--- src/rtl/dvi_blue_tx.sv ---
// DVI blue-channel transmitter: raster timing generator plus a two-stage
// TMDS encoder. pixel_b is consumed two cycles before its encoded word
// appears on tmds_word; de/hsync/vsync/frame_start travel with the data.
module dvi_blue_tx #(
  parameter int RESOLUTION = 480
) (
  input  logic        clk,
  input  logic        rst,
  input  logic [7:0]  pixel_b,
  output logic [10:0] hcount,
  output logic [9:0]  vcount,
  output logic [9:0]  tmds_word,
  output logic        de,
  output logic        hsync,
  output logic        vsync,
  output logic        frame_start
);

  localparam int DATA_W = 8;
  localparam bit HD     = (RESOLUTION == 720);

  localparam logic [10:0] H_ACT  = HD ? 11'd1280 : 11'd640;
  localparam logic [10:0] H_FP   = HD ? 11'd110  : 11'd16;
  localparam logic [10:0] H_SYNC = HD ? 11'd40   : 11'd96;
  localparam logic [10:0] H_TOT  = HD ? 11'd1650 : 11'd800;
  localparam logic [9:0]  V_ACT  = HD ? 10'd720  : 10'd480;
  localparam logic [9:0]  V_FP   = HD ? 10'd5    : 10'd10;
  localparam logic [9:0]  V_SYNC = HD ? 10'd5    : 10'd2;
  localparam logic [9:0]  V_TOT  = HD ? 10'd750  : 10'd525;

  localparam logic [10:0] H_HS0  = H_ACT + H_FP;
  localparam logic [10:0] H_HS1  = H_HS0 + H_SYNC;
  localparam logic [10:0] H_LAST = H_TOT - 11'd1;
  localparam logic [9:0]  V_VS0  = V_ACT + V_FP;
  localparam logic [9:0]  V_VS1  = V_VS0 + V_SYNC;
  localparam logic [9:0]  V_LAST = V_TOT - 10'd1;

  // Control tokens indexed by {vsync, hsync}
  localparam logic [9:0] CTRL_00 = 10'b1101010100;
  localparam logic [9:0] CTRL_01 = 10'b0010101011;
  localparam logic [9:0] CTRL_10 = 10'b0101010100;
  localparam logic [9:0] CTRL_11 = 10'b1010101011;

  // Population count of an 8-bit value (0..8)
  function automatic logic [3:0] ones8(input logic [DATA_W-1:0] x);
    logic [3:0] s;
    s = '0;
    for (int i = 0; i < DATA_W; i++) s = s + {3'b000, x[i]};
    return s;
  endfunction

  // Transition-minimising first step of TMDS: XOR or XNOR chain, flag in bit 8
  function automatic logic [8:0] tmds_qm(input logic [DATA_W-1:0] d);
    logic [3:0] n;
    logic       use_xnor;
    logic [8:0] q;
    n        = ones8(d);
    use_xnor = (n > 4'd4) || ((n == 4'd4) && !d[0]);
    q        = '0;
    q[0]     = d[0];
    for (int i = 1; i < DATA_W; i++)
      q[i] = use_xnor ? ~(q[i-1] ^ d[i]) : (q[i-1] ^ d[i]);
    q[8] = ~use_xnor;
    return q;
  endfunction

  // Raster counters: hcount wraps every line, vcount advances on that wrap
  always_ff @(posedge clk) begin
    if (!rst) begin
      hcount <= '0;
      vcount <= '0;
    end else if (hcount == H_LAST) begin
      hcount <= '0;
      vcount <= (vcount == V_LAST) ? 10'd0 : vcount + 10'd1;
    end else begin
      hcount <= hcount + 11'd1;
    end
  end

  // ---- stage 0: raw timing from counters, q_m and its ones count ----
  logic       de_p0, hs_p0, vs_p0, fs_p0;
  logic [8:0] qm_p0;
  logic [3:0] n1_p0;

  assign de_p0 = (hcount < H_ACT) && (vcount < V_ACT);
  assign hs_p0 = (hcount >= H_HS0) && (hcount < H_HS1);
  assign vs_p0 = (vcount >= V_VS0) && (vcount < V_VS1);
  assign fs_p0 = (hcount == 11'd0) && (vcount == 10'd0);
  assign qm_p0 = tmds_qm(pixel_b);
  assign n1_p0 = ones8(qm_p0[7:0]);

  // ---- stage 1: registered timing, q_m and N1/N0 ----
  logic       vld_p1, hs_p1, vs_p1, fs_p1;
  logic [8:0] qm_p1;
  logic [3:0] n1_p1, n0_p1;

  // Stage-1 register; reset leaves it presenting a control-idle slot
  always_ff @(posedge clk) begin
    if (!rst) begin
      vld_p1 <= 1'b0;
      hs_p1  <= 1'b0;
      vs_p1  <= 1'b0;
      fs_p1  <= 1'b0;
      qm_p1  <= '0;
      n1_p1  <= '0;
      n0_p1  <= '0;
    end else begin
      vld_p1 <= de_p0;
      hs_p1  <= hs_p0;
      vs_p1  <= vs_p0;
      fs_p1  <= fs_p0;
      qm_p1  <= qm_p0;
      n1_p1  <= n1_p0;
      n0_p1  <= 4'd8 - n1_p0;
    end
  end

  // ---- stage 2: DC-balance decision and running disparity ----
  logic signed [4:0] cnt_p2, cnt_nxt;
  logic signed [5:0] n1_s, n0_s, diff, delta, cnt_sum;
  logic [9:0]        word_nxt;

  // Select control token or balanced data word and the disparity update
  always_comb begin
    n1_s     = signed'({2'b00, n1_p1});
    n0_s     = signed'({2'b00, n0_p1});
    diff     = n1_s - n0_s;
    delta    = 6'sd0;
    word_nxt = CTRL_00;
    cnt_nxt  = 5'sd0;
    cnt_sum  = 6'sd0;
    if (!vld_p1) begin
      unique case ({vs_p1, hs_p1})
        2'b00:   word_nxt = CTRL_00;
        2'b01:   word_nxt = CTRL_01;
        2'b10:   word_nxt = CTRL_10;
        default: word_nxt = CTRL_11;
      endcase
    end else begin
      if ((cnt_p2 == 5'sd0) || (n1_p1 == n0_p1)) begin
        word_nxt = {~qm_p1[8], qm_p1[8], qm_p1[8] ? qm_p1[7:0] : ~qm_p1[7:0]};
        delta    = qm_p1[8] ? diff : -diff;
      end else if (((cnt_p2 > 5'sd0) && (n1_p1 > n0_p1)) ||
                   ((cnt_p2 < 5'sd0) && (n0_p1 > n1_p1))) begin
        word_nxt = {1'b1, qm_p1[8], ~qm_p1[7:0]};
        delta    = (qm_p1[8] ? 6'sd2 : 6'sd0) - diff;
      end else begin
        word_nxt = {1'b0, qm_p1[8], qm_p1[7:0]};
        delta    = diff - (qm_p1[8] ? 6'sd0 : 6'sd2);
      end
      cnt_sum = {cnt_p2[4], cnt_p2} + delta;
      cnt_nxt = signed'(cnt_sum[4:0]);
    end
  end

  // Stage-2 register: output word, aligned timing flags, disparity state
  always_ff @(posedge clk) begin
    if (!rst) begin
      tmds_word   <= CTRL_00;
      de          <= 1'b0;
      hsync       <= 1'b0;
      vsync       <= 1'b0;
      frame_start <= 1'b0;
      cnt_p2      <= 5'sd0;
    end else begin
      tmds_word   <= word_nxt;
      de          <= vld_p1;
      hsync       <= hs_p1;
      vsync       <= vs_p1;
      frame_start <= fs_p1;
      cnt_p2      <= cnt_nxt;
    end
  end

endmodule

--- config.mk ---
export PLATFORM = sky130hd
export DESIGN_NAME = dvi_blue_tx
export DESIGN_NICKNAME = d
export VERILOG_FILES = /design/src/rtl/dvi_blue_tx.sv
export SDC_FILE = /design/constraint.sdc
export NUM_CORES = 1
export LEC_CHECK = 0
export ABC_AREA = 1
export CORE_MARGIN = 5
export CORE_UTILIZATION = 52
export CTS_CLUSTER_DIAMETER = 30
export DETAILED_ROUTE_END_ITERATION = 10
export PLACE_DENSITY = 0.76
export SYNTH_ARGS = -nofsm -noshare
export SYNTH_HDL_FRONTEND = slang
export SYNTH_SLANG_ARGS = --single-unit
--- constraint.sdc ---
create_clock -name clk -period 18.58 [get_ports clk]
set_clock_uncertainty 0.05 [all_clocks]
set_input_delay 2.787 -clock clk [delete_from_list [all_inputs] [get_ports clk]]
set_output_delay 2.787 -clock clk [all_outputs]
set_load 0.01 [all_outputs]
==> flow_summary_export.csv, run 1 <==
group,metric,value,unit
power,p_leak,1.913,nW
worst_hold_path,hold_class,"reg2reg",
synthesis,ys_warn_count,0,
detailed_routing,drtIter0Drc,175,
global_route,busiest_layer,"met2",
clock_network,post_cts_buffers,0,
floorplanning,rows,29,
floorplanning,start_util,0.5406,
floorplanning,core_area,6386,um^2
worst_setup_path,crit_path_max_fanout,4,
global_route,first_global_vias,2934,
finish,area_growth,19.35,%
sta,period_needed,8960,ps
synthesis,syn_area_per_cell,7.345,um^2
worst_setup_path,crit_arrival,9110,ps
floorplanning,ios,45,
worst_setup_path,crit_type,"in2reg",
sta,rsz0062_at_grt,"no",
clock_network,htree_levels,3,
placement,portBuffers,44,
clock_network,clk_latency,340,ps
clock_network,cts_buffer_depth,2,
sta,tns,0,ps
power,p_per_area,164.1,nW/um^2
clock_network,cts_tree,"yes",
outcome,outcome,"completed",
global_route,antenna_found_initial,0,
sta,post-route-period-util,0.4823,
floorplanning,fp.dieArea,8368,um^2
detailed_routing,vias_per_cell,5.157,
sta,worstMarginPinSlew,744.3,ps
synthesis,syn_area,3452,um^2
sta,final-max-slew-violation-count,0,
detailed_routing,drt-total-wl,7.388,mm
finish,final_net_count,567,
detailed_routing,drc,0,
global_route,met2_usage,0.2989,
placement,dpl.hpwl,5.821,mm
global_route,overflow,0,
finish,utilization,0.6452,
global_route,gr-usage-met1,0.2443,
worst_setup_path,endpoint_kind,"flip-flop",
job,maxCapViolCount,0,
detailed_routing,wl_per_cell,12.31,um
synthesis,yosysUniqueCellTypes,33,
sta,hold_viol,0,
synthesis,synth_edf_count,0,
global_route,grt_pass1_wl,12.92,mm
finish,n_antenna_cell,0,
worst_setup_path,worstSetupStartpointType,"primary input",
clock_network,postCtsHoldBufs,0,
clock_network,clkTransAtPathRegs,60,ps
clock_network,cts_resized,0,
power,peakVddDrop,0.0001477,V
sta,finalSetupViolations,0,
detailed_routing,vias,3094,
global_route,track_usage,0.1848,
detailed_routing,firstDrtPassIters,4,
detailed_routing,ant_nets,0,
sta,fmaxAchievable,111.6,MHz
floorplanning,dieWidth,91.48,um
global_route,grt_util_met3,0.03388,
clock_network,root_buffer,"clkbuf_8",
synthesis,synthCells,470,
synthesis,async_flop_share,0,
clock_network,cts_made_buffers,9,
synthesis,synth.ff_latch_count,58,
global_route,grt_max_degree,25,
floorplanning,die_y,91.48,um
worst_setup_path,worstPathRequired,18730,ps
synthesis,synth_seq_area_share,0.3364,
clock_network,cts_num_sinks,58,
placement,gp_congestion,0.9165,
finish,drive_above_1_share,0.05545,
synthesis,yosys_most_used_dff,"dfxtp_1",
synthesis,syn_nets,517,
sta,slew_headroom,0.5033,
cell families after synthesis:
logic type | after synthesis | synth area share
adders and majority gates | 37 | 0.1537
and+or+nand+nor | 211 | 0.2784
AOI/OAI and AO/OA | 61 | 0.09460
buffers and inverters | 89 | 0.09931
xor gates and xnor gates | 14 | 0.03770
DFF | 58 | 0.3364
state kept, by name (all words and copies together), names as in the netlist:
| signal | flops |
|---|---|
| cnt_p2 | 4 |
| de | 1 |
| frame_start | 1 |
| fs_p1 | 1 |
| hcount | 11 |
| hs_p1 | 1 |
| hsync | 1 |
| n0_p1 | 3 |
| n1_p1 | 3 |
| qm_p1 | 9 |
| tmds_word | 10 |
| vcount | 10 |
| vld_p1 | 1 |
| vs_p1 | 1 |
| vsync | 1 |
Yosys cell counts, types with 2 or more instances:
| cell | count | share of area |
|---|---|---|
| a31oi_1 | 4 | 0.0072 |
| inv_1 | 81 | 0.088 |
| nand2_1 | 85 | 0.092 |
| clkbuf_1 | 3 | 0.0033 |
| nand3_1 | 36 | 0.052 |
| o21ai_1 | 9 | 0.013 |
| fa_1 | 9 | 0.052 |
| xor2_1 | 11 | 0.028 |
| inv_2 | 3 | 0.0033 |
| nor4_1 | 4 | 0.0072 |
| nor3_1 | 15 | 0.022 |
| nor2_1 | 43 | 0.047 |
| nand4_1 | 10 | 0.018 |
| dfxtp_1 | 58 | 0.34 |
| nand3b_1 | 5 | 0.011 |
| ha_1 | 28 | 0.10 |
| xnor2_1 | 2 | 0.0051 |
| nand2_2 | 7 | 0.013 |
| o21ai_0 | 12 | 0.017 |
| nand2_4 | 3 | 0.0098 |
| a21oi_1 | 30 | 0.043 |
cell usage in the layout, fill, tap and decap left out, types with 2 or more instances in the layout:
cell             netlist  routed
clkinv_2               0       2
a21oi_1               30      30
fa_1                   9       9
inv_1                 81      81
clkdlybuf4s50_1        0      44
dfxtp_1               58      58
nand3b_1               5       5
o21ai_0               12      12
nand4_1               10      10
a31oi_1                4       4
xor2_1                11      11
xnor2_1                2       2
o21ai_1                9       9
nand2_1               85      85
inv_2                  3       3
nand2_2                7       7
nor4_1                 4       4
nand2_4                3       3
nand3_1               36      36
clkbuf_8               0      10
nor3_1                15      15
nor2_1                43      43
ha_1                  28      28
metrics by stage:
step                      hold WS, ps  setup slack, ps  std cells  instance area, um^2  power [W]
after floorplan                 340.5            10170        470                 3452  0.0004941
after global placement          379.4             9411        586                 3961  0.0005559
after detailed placement        380.7             9245        586                 3961  0.0005796
after CTS                       395.2             9598        600                 4120  0.0006800
after global routing            433.7             9320        600                 4120  0.0007568
final                           389.6             9620        600                 4120  0.0006761
power by group:
group	internal [W]	leakage [nW]	switching [W]
clock	0.0000500	0.0810	0.0000480
sequential	0.000147	0.475	0.00000988
combinational	0.000165	1.36	0.000257
total	0.000362	1.91	0.000315
area by class of cell:
type	count	area [um^2]
clock buffers	11	141.4
multi-input cells	323	1948
well taps	77	96.34
fillers	589	2266
inverters	84	315.3
flip-flops and latches	58	1161
repair buffers	44	440.4
clock inverters	3	17.52
worst paths after layout:
check,startpoint,endpoint,slack [ps],cells past startpoint
worst max-delay path,pixel_b[0],n0_p1[3]$_SDFF_PN0_,9620,23
worst min-delay path,fs_p1$_SDFF_PN0_,frame_start$_SDFF_PN0_,390,2
worst max register to register,n1_p1[1]$_SDFF_PN0_,cnt_p2[4]$_SDFF_PN0_,15700,17
worst min register to register,fs_p1$_SDFF_PN0_,frame_start$_SDFF_PN0_,390,2
worst max-delay path, cell delays in order:
cell and delay, ps:
clkdlybuf4s50_1 530, inv_1 110, fa_1 560, fa_1 420
fa_1 490, inv_1 40, ha_1 200, fa_1 440
nor2_1 110, nand2_1 60, a21oi_1 360, xor2_1 270
fa_1 470, fa_1 510, inv_1 50, fa_1 480
ha_1 160, inv_1 60, fa_1 380, xor2_1 270
nand3_1 130, o21ai_0 170, a21oi_1 60
per-layer routing:
metal,up-vias,routed length (um)
met5,-,0
met4,0,110
met3,12,324
met2,70,3348
met1,1401,3604
li1,1611,-
Note: power is estimated with default switching activity, not from simulation.
==> inputs of run 2 (changes only) <==
--- a/config.mk
+++ b/config.mk
@@ -7,7 +7,7 @@
 export LEC_CHECK = 0
 export ABC_AREA = 1
 export CORE_MARGIN = 5
-export CORE_UTILIZATION = 52
+export CORE_UTILIZATION = 50
 export CTS_CLUSTER_DIAMETER = 30
 export DETAILED_ROUTE_END_ITERATION = 10
 export PLACE_DENSITY = 0.76
==> constraint.sdc (replaced) <==
create_clock -name clk -period 7.8 [get_ports clk]
set_clock_uncertainty 0.05 [all_clocks]
set_input_delay 1.17 -clock clk [delete_from_list [all_inputs] [get_ports clk]]
set_output_delay 1.17 -clock clk [all_outputs]
set_load 0.01 [all_outputs]
==> flow_summary_export.csv, run 2 (synthesis gave the netlist of run 1 again) <==
group,metric,value,unit
clock_network,postCtsHoldBufs,0,
sta,fin_hold_ws,387.5,ps
global_route,first_global_vias,2889,
global_route,overflow,0,
floorplanning,start_util,0.5109,
finish,drive_above_1_share,0.05714,
floorplanning,fp.dieArea,8666,um^2
sta,finalSetupViolations,0,
worst_setup_path,crit_arrival,7510,ps
clock_network,cts_num_sinks,58,
detailed_routing,firstDrtPassIters,4,
floorplanning,core_area,6756,um^2
detailed_routing,wl_met1,3.417,mm
clock_network,clk_latency,350,ps
finish,final_net_count,567,
finish,final_common_cell,"nand2_1",
detailed_routing,vias_per_cell,5.192,
finish,layout_common_cells,"nand2_1 (85), inv_1 (81), dfxtp_1 (58)",
detailed_routing,drt-total-wl,7.592,mm
sta,period_needed,7341,ps
clock_network,root_buffer,"clkbuf_8",
sta,worstMarginPinSlew,777.6,ps
sta,fmaxAchievable,136.2,MHz
clock_network,cts_buffer_depth,2,
finish,reg_top3,"hcount x11, tmds_word x10, vcount x10",
worst_setup_path,crit_type,"in2reg",
worst_setup_path,endpoint_kind,"flip-flop",
clock_network,cts_tree,"yes",
worst_setup_path,worstSetupStartpointType,"primary input",
worst_setup_path,worstPathRequired,7970,ps
power,peakVddDrop,0.0001846,V
sta,post-route-period-util,0.9411,
sta,slew_headroom,0.4768,
placement,place_inst,589,
finish,area_growth,21.93,%
placement,gp_congestion,0.9070,
finish,filler_cell_count,616,
power,p_leak,1.953,nW
finish,instances_no_fill,605,
floorplanning,die_y,93.09,um
sta,final-max-slew-violation-count,0,
global_route,grt_pass1_wl,12.66,mm
outcome,outcome,"completed",
detailed_routing,vias,3141,
detailed_routing,highest_layer,"met4",
worst_hold_path,hold_class,"reg2reg",
finish,largest_register_ffs,11,
detailed_routing,routed-wl-met2,3.625,mm
clock_network,cts_resized,0,
sta,rsz0062_at_grt,"no",
global_route,track_usage,0.1836,
finish,final-seq-area,1161,um^2
clock_network,cts_made_buffers,9,
power,p_total,0.001726,W
detailed_routing,dr_wl_met3,335,um
detailed_routing,wl_per_cell,12.55,um
finish,n_antenna_cell,0,
clock_network,clkTransAtPathRegs,70,ps
global_route,antenna_found_initial,0,
placement,dpl.hpwl,5.683,mm
clock_network,htree_levels,3,
sta,hold_viol,0,
detailed_routing,drc,0,
detailed_routing,ant_nets,0,
placement,portBuffers,44,
global_route,grt_max_degree,25,
floorplanning,ios,45,
clock_network,post_cts_buffers,0,
worst_setup_path,crit_path_max_fanout,4,
finish,multi_input_area,1948,um^2
power,p_per_area,410.1,nW/um^2
floorplanning,rows,30,
finish,utilization,0.6230,
finish,largest_register,"hcount",
detailed_routing,drtIter0Drc,258,
job,maxCapViolCount,0,
sta,tns,0,ps
floorplanning,dieWidth,93.09,um
-- run 2: cell count changes in the layout (fill, tap and decap cells not counted), sizes merged --
cell	before	now
clkbuf	11	12
bufinv	0	3
clkinvlp	1	0
clkinv	2	1
-- run 2: area by class of cell --
cell class	instances	share of cell area
clock inverters	4	0.02348
clock buffers	12	0.03448
multi-input cells	323	0.4628
well taps	80	0.02378
flip-flops and latches	58	0.2759
repair buffers	44	0.1046
inverters	84	0.07491
-- run 2: layer usage --
layer | vias to the layer above | track usage
met5 | - | 0
met1 | 1429 | 0.2234
met3 | 20 | 0.04183
met4 | 0 | 0.09768
li1 | 1615 | -
met2 | 77 | 0.3011
-- run 2: path summary, 6_finish.rpt --
kind	startpoint	end	slack [ps]	cells past startpoint
setup / recovery	pixel_b[0]	n0_p1[3]$_SDFF_PN0_	460	23
hold / removal	fs_p1$_SDFF_PN0_	frame_start$_SDFF_PN0_	390	2
setup reg to reg	n1_p1[1]$_SDFF_PN0_	cnt_p2[4]$_SDFF_PN0_	4900	19
hold reg to reg	fs_p1$_SDFF_PN0_	frame_start$_SDFF_PN0_	390	2
-- run 2: where the power goes --
group / switching [W] / internal [W] / leakage, nW
combinational: 0.000613 / 0.000396 / 1.36
clock: 0.000122 / 0.000222 / 0.121
sequential: 0.0000241 / 0.000350 / 0.475
-- run 2: through the flow --
step | cell area, um^2 | setup slack, ps
after floorplan | 3452 | 1003
after global placement | 3965 | 285.9
after detailed placement | 3965 | 100.6
after CTS | 4209 | 461.7
after global routing | 4209 | 80.20
final | 4209 | 459.3
-- run 2: worst max-delay path, stage by stage --
cell	delay [ps]
clkdlybuf4s50_1	520
inv_1	110
fa_1	560
fa_1	420
fa_1	490
inv_1	40
ha_1	200
fa_1	450
nor2_1	110
nand2_1	50
a21oi_1	360
xor2_1	270
fa_1	480
fa_1	530
inv_1	50
fa_1	490
ha_1	170
inv_1	60
fa_1	380
xor2_1	250
nand3_1	130
o21ai_0	160
a21oi_1	50
==> inputs of run 3 (changes only) <==
--- a/config.mk
+++ b/config.mk
@@ -11,6 +11,7 @@
 export CTS_CLUSTER_DIAMETER = 30
 export DETAILED_ROUTE_END_ITERATION = 10
 export PLACE_DENSITY = 0.76
+export SETUP_SLACK_MARGIN = 0.15
 export SYNTH_ARGS = -nofsm -noshare
 export SYNTH_HDL_FRONTEND = slang
 export SYNTH_SLANG_ARGS = --single-unit
==> flow_summary_export.csv, run 3 (synthesis gave the netlist of run 1 again) <==
group,metric,value,unit
outcome,outcome,"completed",
global_route,first_global_vias,2889,
placement,portBuffers,44,
detailed_routing,vias,3120,
floorplanning,core_area,6756,um^2
sta,worstMarginPinSlew,728.4,ps
global_route,grt_pass1_wl,12.66,mm
sta,hold_viol,0,
finish,filler_cell_count,616,
floorplanning,die_y,93.09,um
sta,period_needed,7278,ps
worst_setup_path,worstPathRequired,7970,ps
floorplanning,rows,30,
detailed_routing,drtIter0Drc,245,
sta,slew_headroom,0.5099,
finish,n_antenna_cell,0,
clock_network,post_cts_buffers,0,
floorplanning,ios,45,
power,p_per_area,410.2,nW/um^2
power,peakVddDrop,0.0001851,V
floorplanning,start_util,0.5109,
clock_network,cts_resized,0,
clock_network,cts_tree,"yes",
sta,post-route-period-util,0.9330,
finish,utilization,0.6235,
global_route,antenna_found_initial,0,
worst_setup_path,worstSetupStartpointType,"primary input",
clock_network,cts_made_buffers,9,
sta,final-max-slew-violation-count,0,
worst_hold_path,hold_class,"reg2reg",
clock_network,root_buffer,"clkbuf_8",
finish,largest_register,"hcount",
finish,layout_common_cells,"nand2_1 (85), inv_1 (81), dfxtp_1 (58)",
finish,multi_input_area,1952,um^2
clock_network,clkTransAtPathRegs,70,ps
worst_setup_path,crit_type,"in2reg",
worst_setup_path,endpoint_kind,"flip-flop",
placement,dpl.hpwl,5.683,mm
finish,drive_above_1_share,0.05905,
detailed_routing,ant_nets,0,
power,p_total,0.001728,W
detailed_routing,drc,0,
finish,final_common_cell,"nand2_1",
finish,area_growth,22.04,%
clock_network,postCtsHoldBufs,0,
power,p_leak,1.953,nW
clock_network,htree_levels,3,
finish,final-seq-area,1161,um^2
floorplanning,dieWidth,93.09,um
placement,gp_congestion,0.9070,
placement,preCtsSetupSlack,100.6,ps
global_route,track_usage,0.1836,
sta,fin_ws,522.2,ps
finish,reg_top3,"hcount x11, tmds_word x10, vcount x10",
floorplanning,fp.dieArea,8666,um^2
job,maxCapViolCount,0,
detailed_routing,firstDrtPassIters,5,
sta,fmaxAchievable,137.4,MHz
detailed_routing,vias_per_cell,5.157,
detailed_routing,drt-total-wl,7.627,mm
worst_setup_path,crit_arrival,7450,ps
clock_network,clk_latency,350,ps
global_route,overflow,0,
clock_network,cts_buffer_depth,2,
clock_network,cts_num_sinks,58,
global_route,grt_max_degree,25,
finish,largest_register_ffs,11,
sta,rsz0062_at_grt,"no",
finish,final_net_count,567,
worst_setup_path,r2r_slack,4900,ps
worst_setup_path,crit_path_max_fanout,4,
detailed_routing,wl_per_cell,12.61,um
sta,finalSetupViolations,0,
sta,tns,0,ps
[run 3: cell types whose count changed in the layout (fill, tap and decap cells not counted)]
cell     change
a21oi_2      +1
a21oi_1      -1
[run 3: worst paths after layout]
check / from / end / cells past startpoint
worst max-delay path: pixel_b[0] / n0_p1[3]$_SDFF_PN0_ / 23
worst min-delay path: fs_p1$_SDFF_PN0_ / frame_start$_SDFF_PN0_ / 2
worst max register to register: n1_p1[1]$_SDFF_PN0_ / cnt_p2[4]$_SDFF_PN0_ / 19
worst min register to register: fs_p1$_SDFF_PN0_ / frame_start$_SDFF_PN0_ / 2
[run 3: final cells by class]
class	instances	share of cell area
tap	80	0.02376
multi-input combinational	323	0.4633
inverter	84	0.07484
clock buffer	12	0.03445
sequential	58	0.2756
clock inverter	4	0.02346
timing repair buffer	44	0.1045
[run 3: per-stage QoR]
step	area, um^2	hold slack (ps)	instances
6_report	4213	390.2	605
3_3_place_gp	3965	377.4	589
2_1_floorplan	3452	340.5	470
4_1_cts	4209	387.1	605
3_5_place_dp	3965	375.6	589
5_1_grt	4213	415.7	605
[run 3: per-layer routing]
| metal | GRT usage | vias up | share of wire |
|---|---|---|---|
| met5 | 0 | - | 0 |
| met4 | 0.09768 | 0 | 0.027 |
| met3 | 0.04183 | 18 | 0.040 |
| met2 | 0.3011 | 74 | 0.48 |
| met1 | 0.2234 | 1414 | 0.45 |
| li1 | - | 1614 | - |
[run 3: critical path: stages]
cell and delay (ps):
clkdlybuf4s50_1 530, inv_1 110, fa_1 560, fa_1 420, fa_1 490, inv_1 40, ha_1 200, fa_1 460
nor2_1 140, nand2_1 80, a21oi_2 240, xor2_1 250, fa_1 480, fa_1 530, inv_1 50, fa_1 490
ha_1 170, inv_1 60, fa_1 380, xor2_1 250, nand3_1 130, o21ai_0 160, a21oi_1 50
[run 3: report_power, final]
part / internal, W / switching, W
Sequential: 0.000350 / 0.0000241
Clock: 0.000222 / 0.000121
Combinational: 0.000397 / 0.000615
